[src/rtl/scr1_pipe_mprf_sp.sv]
// Multi-port register file on a single-port synchronous SRAM.
// Two logical read ports and one write port share one physical SRAM port.
// Writes take the SRAM slot first. Read operands are fetched one access per
// free cycle, with rs1 before rs2. Returned data is tracked through a tag
// pipeline that matches the SRAM read latency.
//
// Handshakes:
//   read : a request is accepted in the cycle where rd_req_i & rd_rdy_o.
//          The addresses and use flags are sampled in that cycle. rd_vld_o is
//          a one-cycle pulse. rs1_data_o/rs2_data_o hold their value until the
//          next rd_vld_o.
//   write: wr_req_i, wr_addr_i and wr_data_i stay stable until the cycle where
//          wr_ack_o is high. That cycle performs the write.
module scr1_pipe_mprf_sp #(
  parameter int XLEN        = 32,
  parameter int AWIDTH      = 5,
  parameter int SRAM_RD_LAT = 1,
  parameter int ZERO_REG    = 1,
  parameter int INIT_ZERO   = 1
) (
  input  logic              clk,
  input  logic              rst,
  input  logic              rd_req_i,
  output logic              rd_rdy_o,
  input  logic              rd_use_rs1_i,
  input  logic              rd_use_rs2_i,
  input  logic [AWIDTH-1:0] rd_rs1_addr_i,
  input  logic [AWIDTH-1:0] rd_rs2_addr_i,
  output logic              rd_vld_o,
  output logic [XLEN-1:0]   rs1_data_o,
  output logic [XLEN-1:0]   rs2_data_o,
  input  logic              wr_req_i,
  input  logic [AWIDTH-1:0] wr_addr_i,
  input  logic [XLEN-1:0]   wr_data_i,
  output logic              wr_ack_o,
  output logic              init_done_o,
  output logic              sram_csb_o,
  output logic              sram_web_o,
  output logic [AWIDTH-1:0] sram_addr_o,
  output logic [XLEN-1:0]   sram_din_o,
  input  logic [XLEN-1:0]   sram_dout_i
);

  localparam bit ZR = (ZERO_REG != 0);
  localparam bit IZ = (INIT_ZERO != 0);

  typedef enum logic [2:0] {
    ST_INIT  = 3'd0,
    ST_READY = 3'd1,
    ST_ISSUE = 3'd2,
    ST_DRAIN = 3'd3,
    ST_VALID = 3'd4
  } state_t;

  state_t                 state_q, state_nxt;
  logic                   done_q;
  logic [AWIDTH-1:0]      init_cnt_q;
  logic [AWIDTH-1:0]      rs1_addr_q, rs2_addr_q;
  logic                   pend1_q, pend2_q, merge_q;
  logic [XLEN-1:0]        cap1_q, cap2_q, out1_q, out2_q;
  logic [SRAM_RD_LAT-1:0] tag_vld_q, tag_r1_q, tag_r2_q;
  logic [AWIDTH-1:0]      addr_q, addr_nxt;
  logic [XLEN-1:0]        din_q, din_nxt;

  logic act, rd_accept, need1, need2, same_addr;
  logic init_wr, wr_ack, wr_sram, rd_issue;
  logic cap_now, early_busy, last_cap;

  // Control decode. Every externally visible strobe is gated while reset is high.
  always_comb begin
    act       = ~rst;
    rd_accept = act & done_q & ((state_q == ST_READY) | (state_q == ST_VALID)) & rd_req_i;
    need1     = rd_use_rs1_i & ~(ZR & (rd_rs1_addr_i == '0));
    need2     = rd_use_rs2_i & ~(ZR & (rd_rs2_addr_i == '0));
    same_addr = (rd_rs1_addr_i == rd_rs2_addr_i);
    init_wr   = act & (state_q == ST_INIT);
    wr_ack    = act & done_q & (state_q != ST_INIT) & wr_req_i;
    wr_sram   = wr_ack & ~(ZR & (wr_addr_i == '0));
    rd_issue  = act & (state_q == ST_ISSUE) & ~wr_sram & (pend1_q | pend2_q);
    cap_now   = tag_vld_q[SRAM_RD_LAT-1];
    last_cap  = (state_q == ST_DRAIN) & cap_now & ~early_busy;
  end

  // Detect whether any access is still in flight ahead of the output stage.
  always_comb begin
    early_busy = 1'b0;
    for (int i = 0; i < SRAM_RD_LAT - 1; i++) early_busy = early_busy | tag_vld_q[i];
  end

  // Next-state logic for the init/read sequencer.
  always_comb begin
    state_nxt = state_q;
    case (state_q)
      ST_INIT:  if (init_cnt_q == {AWIDTH{1'b1}}) state_nxt = ST_READY;
      ST_READY,
      ST_VALID: begin
        if (rd_accept) state_nxt = (need1 | need2) ? ST_ISSUE : ST_VALID;
        else           state_nxt = ST_READY;
      end
      ST_ISSUE: if (rd_issue && !(pend1_q && pend2_q)) state_nxt = ST_DRAIN;
      ST_DRAIN: if (last_cap) state_nxt = ST_VALID;
      default:  state_nxt = ST_READY;
    endcase
  end

  // SRAM address and data. Both hold their previous values when the SRAM is idle.
  always_comb begin
    addr_nxt = addr_q;
    din_nxt  = din_q;
    if (init_wr) begin
      addr_nxt = init_cnt_q;
      din_nxt  = '0;
    end else if (wr_sram) begin
      addr_nxt = wr_addr_i;
      din_nxt  = wr_data_i;
    end else if (rd_issue) begin
      addr_nxt = pend1_q ? rs1_addr_q : rs2_addr_q;
    end
  end

  // Sequencer state, init counter, pending operands, tag pipeline and data capture.
  always_ff @(posedge clk) begin
    if (rst) begin
      state_q    <= IZ ? ST_INIT : ST_READY;
      done_q     <= ~IZ;
      init_cnt_q <= '0;
      rs1_addr_q <= '0;
      rs2_addr_q <= '0;
      pend1_q    <= 1'b0;
      pend2_q    <= 1'b0;
      merge_q    <= 1'b0;
      cap1_q     <= '0;
      cap2_q     <= '0;
      out1_q     <= '0;
      out2_q     <= '0;
      tag_vld_q  <= '0;
      tag_r1_q   <= '0;
      tag_r2_q   <= '0;
      addr_q     <= '0;
      din_q      <= '0;
    end else begin
      state_q <= state_nxt;
      addr_q  <= addr_nxt;
      din_q   <= din_nxt;
      if (init_wr) begin
        init_cnt_q <= init_cnt_q + AWIDTH'(1);
        if (init_cnt_q == {AWIDTH{1'b1}}) done_q <= 1'b1;
      end
      // Tag pipeline: the stage SRAM_RD_LAT-1 entry lines up with sram_dout_i.
      tag_vld_q[0] <= rd_issue;
      tag_r1_q[0]  <= rd_issue & pend1_q;
      tag_r2_q[0]  <= rd_issue & (pend1_q ? merge_q : 1'b1);
      for (int i = 1; i < SRAM_RD_LAT; i++) begin
        tag_vld_q[i] <= tag_vld_q[i-1];
        tag_r1_q[i]  <= tag_r1_q[i-1];
        tag_r2_q[i]  <= tag_r2_q[i-1];
      end
      if (cap_now) begin
        if (tag_r1_q[SRAM_RD_LAT-1]) cap1_q <= sram_dout_i;
        if (tag_r2_q[SRAM_RD_LAT-1]) cap2_q <= sram_dout_i;
      end
      if (last_cap) begin
        out1_q <= tag_r1_q[SRAM_RD_LAT-1] ? sram_dout_i : cap1_q;
        out2_q <= tag_r2_q[SRAM_RD_LAT-1] ? sram_dout_i : cap2_q;
      end
      if (rd_issue) begin
        if (pend1_q) pend1_q <= 1'b0;
        else         pend2_q <= 1'b0;
      end
      // An operand that needs no access reads as zero, so both capture registers start cleared.
      if (rd_accept) begin
        rs1_addr_q <= rd_rs1_addr_i;
        rs2_addr_q <= rd_rs2_addr_i;
        pend1_q    <= need1;
        pend2_q    <= need2 & ~(need1 & same_addr);
        merge_q    <= need1 & need2 & same_addr;
        cap1_q     <= '0;
        cap2_q     <= '0;
        if (!(need1 || need2)) begin
          out1_q <= '0;
          out2_q <= '0;
        end
      end
    end
  end

  // Output drive. All outputs are forced to their reset values while rst is high.
  always_comb begin
    rd_rdy_o    = act & done_q & ((state_q == ST_READY) | (state_q == ST_VALID));
    rd_vld_o    = act & (state_q == ST_VALID);
    rs1_data_o  = act ? out1_q : '0;
    rs2_data_o  = act ? out2_q : '0;
    wr_ack_o    = wr_ack;
    init_done_o = act & done_q;
    sram_csb_o  = ~(init_wr | wr_sram | rd_issue);
    sram_web_o  = ~(init_wr | wr_sram);
    sram_addr_o = act ? addr_nxt : '0;
    sram_din_o  = act ? din_nxt : '0;
  end

endmodule

[config.mk]
export PLATFORM = sky130hd
export DESIGN_NAME = scr1_pipe_mprf_sp
export DESIGN_NICKNAME = d
export VERILOG_FILES = /design/src/rtl/scr1_pipe_mprf_sp.sv
export SDC_FILE = /design/constraint.sdc
export NUM_CORES = 1
export LEC_CHECK = 0
export ABC_AREA = 1
export CELL_PAD_IN_SITES_DETAIL_PLACEMENT = 0
export CELL_PAD_IN_SITES_GLOBAL_PLACEMENT = 2
export CORE_ASPECT_RATIO = 0.75
export CORE_UTILIZATION = 29
export DETAILED_ROUTE_END_ITERATION = 10
export GPL_TIMING_DRIVEN = 1
export PLACE_DENSITY_LB_ADDON = 0.1
export SETUP_SLACK_MARGIN = 0.3
export SLEW_MARGIN = 20
export SYNTH_ARGS = -nofsm -noshare
export SYNTH_HDL_FRONTEND = slang
export SYNTH_SLANG_ARGS = --single-unit
[constraint.sdc]
create_clock -name clk -period 3.25 [get_ports clk]
set_input_delay 0.65 -clock clk [delete_from_list [all_inputs] [get_ports clk]]
set_output_delay 0.65 -clock clk [all_outputs]
set_load 0.1 [all_outputs]
==> results.cfg, run 1 <==
[yosys]
synth.avg_cell_area_um2 = 6.69
netlist_instances = 1301
netlist_area_um2 = 8710
yosysSeqAreaShare_pct = 43.7
ys_warn_count = 0
yosysUniqueCellTypes = 34
async_flop_share_pct = 0
ys_ff_latch = 190
synth_enable_flop_cells = 0
synthFlopType = dfxtp_1
synth_nets = 1388

[placement]
place_ws_ns = 0.287
hpwl_um = 17300
place.gp.congestion = 0.749
portBuffers = 191
dp_cells = 1812

[finish]
layout_common_cells = nand2_1, dfxtp_1, nor2_1, inv_1, a21oi_1
mostFrequentLayoutCell = nand2_1
final_core_utilization_pct = 41.2
drive_above_1_share_pct = 20.6
fillers = 3044
fin_nets = 1529
stdcell_count = 1848
syn_to_final_growth_pct = 38.8

[sta]
max_freq_mhz = 352
hold_violations = 0
fin_crit_ns = 2.84
setup_ws_ns = 0.411
worst_pin_slew_ns = 0.825
setup_viol = 0
fin_crit_sh_pct = 87.4
slew_headroom_pct = 45.0
fin_setup_tns_ns = 0
slew_viol_final = 0
rsz0062_at_grt = false
fin_worst_skew_ns = 0.00872

[die]
core_um2 = 29300
die_h_um = 152
initial_core_util_pct = 29.7
die-area_um2 = 30700
ios = 192
std_cell_rows = 54
dieWidth_um = 202

[clock_network]
h-tree-depth = 4
cts.reportedPaths.clkPinSlew_ns = 0.07
cts_made_buffers = 17
cts.sinks = 190
holdBufCountCts = 0
clockRootBuffer = clkbuf_16
clk_latency_ns = 0.45
cts_tree = done
clockBufferDepth = 2

[global_routing]
grt_pass1_vias = 7809
grt.overflow.total = 0
antenna_found_initial = 1
grt_pass1_wl_um = 43200
track_usage_pct = 17.8
grt_max_degree = 129

[setup_path]
criticalPathCategory = input port to primary output
crit_fanout = 5
crit_required_ns = 2.60
critPathLaunchType = input port
arrival_ns = 2.19
timing.rr.start = state_q[2]
worstSetupStartpoint = wr_addr_i[2]
end_kind = primary output

[status]
outcome = completed

[drt]
viasPerCell = 4.47
initialDrtViolationCount = 399
drc_errors = 0
first_pass_iters = 6
ant_nets = 0
num_vias = 8263
wirelength_um = 27100
wire_per_inst_um = 14.6

[power]
power_density_nw_per_um2 = 405
power.leakage_nw = 4.46
vdd_drop_max_mv = 0.303

[job]
max_cap_violations = 0

[worst_hold_path]
min_path_type = register to register
hp-start = cap1_q[31]
==> final timing paths <==
kind | cells past startpoint | slack [ns] | endpoint
min | 2 | 0.46 | cap1_q[31]
min reg2reg | 2 | 0.46 | cap1_q[31]
max | 11 | 0.41 | sram_addr_o[2]
max reg2reg | 7 | 1.15 | rs2_addr_q[4]
==> per-stage QoR <==
step                total power [mW]  hold slack, ns  area [µm²]
detailed placement              2.88           0.452       11400
CTS                             4.98           0.443       12000
floorplan                       2.66           0.423        9020
global route                    5.12           0.465       12100
global placement                2.88           0.448       11400
finish                          4.90           0.462       12100
==> flip-flops by register name, indices dropped and copies added, names as in the netlist, 3 cells and up <==
register and cells:
init_cnt_q 5, state_q 3, cap2_q 32, cap1_q 32, rs2_addr_q 5, out2_q 32
din_q 32, out1_q 32, addr_q 5, rs1_addr_q 5
==> critical path, stage by stage <==
cell and delay [ns]:
clkdlybuf4s50_1 0.48, inv_1 0.04, nand3_1 0.11, nand3_4 0.13, buf_6 0.15, buf_4 0.14, o21bai_1 0.14, inv_1 0.06
nand2_1 0.06, inv_1 0.07, buf_12 0.17
==> cell usage after synthesis, types with 3 or more instances <==
master / instances / area (µm²)
o211ai_1: 3 / 22.5
xnor2_1: 4 / 35.0
inv_2: 7 / 26.3
buf_2: 26 / 130
nand2_1: 242 / 908
nand3_1: 14 / 70.1
clkbuf_1: 40 / 150
buf_1: 4 / 15.0
o21ai_1: 61 / 305
clkbuf_2: 4 / 20.0
a21oi_1: 121 / 606
nor2_2: 4 / 25.0
inv_1: 125 / 469
buf_4: 11 / 82.6
buf_6: 4 / 45.0
nor3_1: 4 / 20.0
a22o_1: 4 / 35.0
o21ai_0: 121 / 606
a21oi_2: 10 / 87.6
nor2_1: 285 / 1070
dfxtp_1: 190 / 3800
==> kinds of logic after synthesis <==
| group | count (synthesis) | synth area share (%) |
|---|---|---|
| AO/OA/AOI/OAI | 324 | 19.4 |
| XOR/XNOR | 4 | 0.402 |
| adder cells (fa/ha/maj) | 2 | 0.287 |
| buffers and inverters | 223 | 11.0 |
| flip-flops | 190 | 43.7 |
| AND/OR/NAND/NOR | 558 | 25.2 |
==> metal layers <==
metal	up-vias	GRT usage, %	part of all wire [%]	wire [µm]
met1	3761	24.9	50	13600
met4	0	3.94	0.78	211
met5	-	0	0	0
met3	14	4.48	4.2	1130
met2	130	27.4	45	12100
li1	4358	-	-	-
==> where the power goes <==
group | switching (mW) | internal (mW)
registers | 0.0130 | 2.34
clock network | 0.975 | 1.10
logic | 0.281 | 0.187
==> what timing repair did <==
| item | 4_1_cts | 5_1_grt |
|---|---|---|
| gates resized for setup | 1 | 19 |
| setup buffers | 0 | 2 |
| cloned | 0 | 1 |
| endpoints found under the setup margin | 5 | 36 |
| pin swaps | 0 | 9 |
==> area by class of cell <==
type	count	area, µm²	share of cell area [%]
multi-input combinational	888	4300	35.5
sequential	190	3810	31.5
tap	392	490	4.06
clock inverter	13	115	0.952
inverter	134	515	4.26
clock buffer	19	453	3.75
timing repair buffer	211	2410	19.9
antenna	1	2.50	0.0207
(Power assumes the default switching activity.)
==> run 2: changes to the inputs <==
- REMOVE_ABC_BUFFERS: not set -> 1
==> results.cfg, run 2 (synthesis gave the netlist of run 1 again) <==
[global_routing]
grt_pass1_wl_um = 42700
track_usage_pct = 17.5
grt_max_degree = 97
grt.overflow.total = 0
antenna_found_initial = 0
grt_pass1_vias = 7696

[sta]
setup_viol = 0
fin_crit_ns = 2.88
hold_violations = 0
fin_crit_sh_pct = 88.6
slew_headroom_pct = 47.1
slew_viol_final = 0
worst_pin_slew_ns = 0.794
rsz0062_at_grt = true
max_freq_mhz = 347
fin_worst_skew_ns = 0.0116

[finish]
layout_common_cells = nor2_1, nand2_1, dfxtp_1, inv_1
fin_area_um2 = 11800
drive_above_1_share_pct = 15.4
diodes = 0
fin_nets = 1532
mostFrequentLayoutCell = nor2_1
fillers = 3120
syn_to_final_growth_pct = 35.3
final_core_utilization_pct = 40.2

[placement]
dpl_cell_area_um2 = 11200
hpwl_um = 17100
portBuffers = 191
place.gp.congestion = 0.775

[setup_path]
end_kind = primary output
crit_required_ns = 2.60
cpPeakStageDelay_ns = 0.46
criticalPathCategory = input port to primary output
crit_fanout = 31
critPathLaunchType = input port
cp_top_family = buffers and inverters
rr_worst_depth = 7
slowest_stage = clkdlybuf4s50_1
critical_path_buf_inv_count = 5
crit_chain = clkdlybuf4s50_1 -> inv_1 -> nor2_4 -> nand3_2 -> inv_2 -> buf_12 -> nor2_1 -> nor2_1 -> buf_12
reg2reg_slack_ns = 1.21
timing.rr.start = state_q[1]
arrival_ns = 2.23
r2r_end = out2_q[2]

[drt]
drc_errors = 0
num_vias = 8265
ant_nets = 0
first_pass_iters = 5
viasPerCell = 4.47
wirelength_um = 26600
initialDrtViolationCount = 284
wire_per_inst_um = 14.4

[power]
vdd_drop_max_mv = 0.309
power.leakage_nw = 4.42
fin_total_pwr_mw = 4.78
power_density_nw_per_um2 = 405

[clock_network]
clockRootBuffer = clkbuf_16
holdBufCountCts = 0
cts.sinks = 190
cts_made_buffers = 17
cts.reportedPaths.clkPinSlew_ns = 0.07
clk_latency_ns = 0.44
h-tree-depth = 4
clockBufferDepth = 2
cts_tree = done

[job]
max_cap_violations = 0

[die]
std_cell_rows = 54
initial_core_util_pct = 29.7
die-area_um2 = 30700
dieWidth_um = 202
core_um2 = 29300
die_h_um = 152
ios = 192

[worst_hold_path]
min_path_type = register to register
hold_depth = 2
hp-start = cap2_q[8]
hold_end = cap2_q[8]

[status]
outcome = completed
[run 2: cell types whose count changed in the layout (fill, tap and decap cells not counted), moves of 4 or more]
cell             previous run  this run
nor2_2                     91        34
dlymetal6s2s_1              4         0
nor2_4                     14         3
buf_4                      78        83
clkdlybuf4s50_1            79        83
nor2_1                    186       254
clkbuf_1                    0         6
[run 2: worst max path at each step]
stage / startpoint / end / slack [ns] / cells past startpoint
detailed placement: wr_req_i / sram_din_o[4] / 0.34 / 9
global placement: wr_addr_i[0] / sram_din_o[8] / 0.38 / 8
CTS: pend1_q / sram_addr_o[3] / 0.33 / 8
global route: wr_addr_i[0] / sram_addr_o[0] / 0.24 / 12
finish: wr_req_i / sram_din_o[2] / 0.37 / 9
floorplan: cap_now / out1_q[0] / -2.04 / 5
[run 2: metrics by stage]
| step | hold slack [ns] | std cells | setup slack [ns] | TNS (ns) |
|---|---|---|---|---|
| finish | 0.462 | 1849 | 0.370 | 0 |
| global route | 0.476 | 1849 | 0.242 | 0 |
| CTS | 0.465 | 1849 | 0.327 | 0 |
| detailed placement | 0.450 | 1818 | 0.335 | 0 |
| global placement | 0.444 | 1818 | 0.380 | 0 |
| floorplan | 0.423 | 1212 | -2.04 | -159.94 |
[run 2: where the power goes]
| group | internal [mW] | total, mW | switching (mW) |
|---|---|---|---|
| sequential | 2.34 | 2.36 | 0.0129 |
| clock | 1.04 | 1.97 | 0.931 |
| combinational | 0.188 | 0.455 | 0.267 |
[run 2: what timing repair did]
action,CTS,global route
gates resized for setup,0,32
endpoints found under the setup margin,0,36
buffers inserted,0,0
endpoints found under the hold margin,0,0
[run 2: final cells by class]
cell class / count / area (µm²) / area share, %
Sequential cell: 190 / 3810 / 32.3
Tap cell: 392 / 490 / 4.16
Inverter: 134 / 513 / 4.35
Clock inverter: 5 / 33.8 / 0.287
Clock buffer: 26 / 489 / 4.15
Timing Repair Buffer: 214 / 2410 / 20.5
Multi-Input combinational cell: 888 / 4030 / 34.2
[run 2: worst register-to-register path: stages (launching register included)]
cell	delay, ns
dfxtp_1	0.41
nand3_1	0.20
nor2_4	0.63
buf_12	0.32
nand2_1	0.13
o21ai_0	0.08
o21ai_0	0.10
nor2_1	0.10
[run 2: routing by layer]
layer | wire length, µm | part of all wire, % | GRT usage, % | up-vias
met5 | 0 | 0 | 0 | -
met4 | 210 | 0.79 | 4.40 | 0
met3 | 810 | 3.0 | 3.26 | 13
met2 | 11700 | 44 | 26.8 | 117
met1 | 13900 | 52 | 25.2 | 3768
li1 | - | - | - | 4367
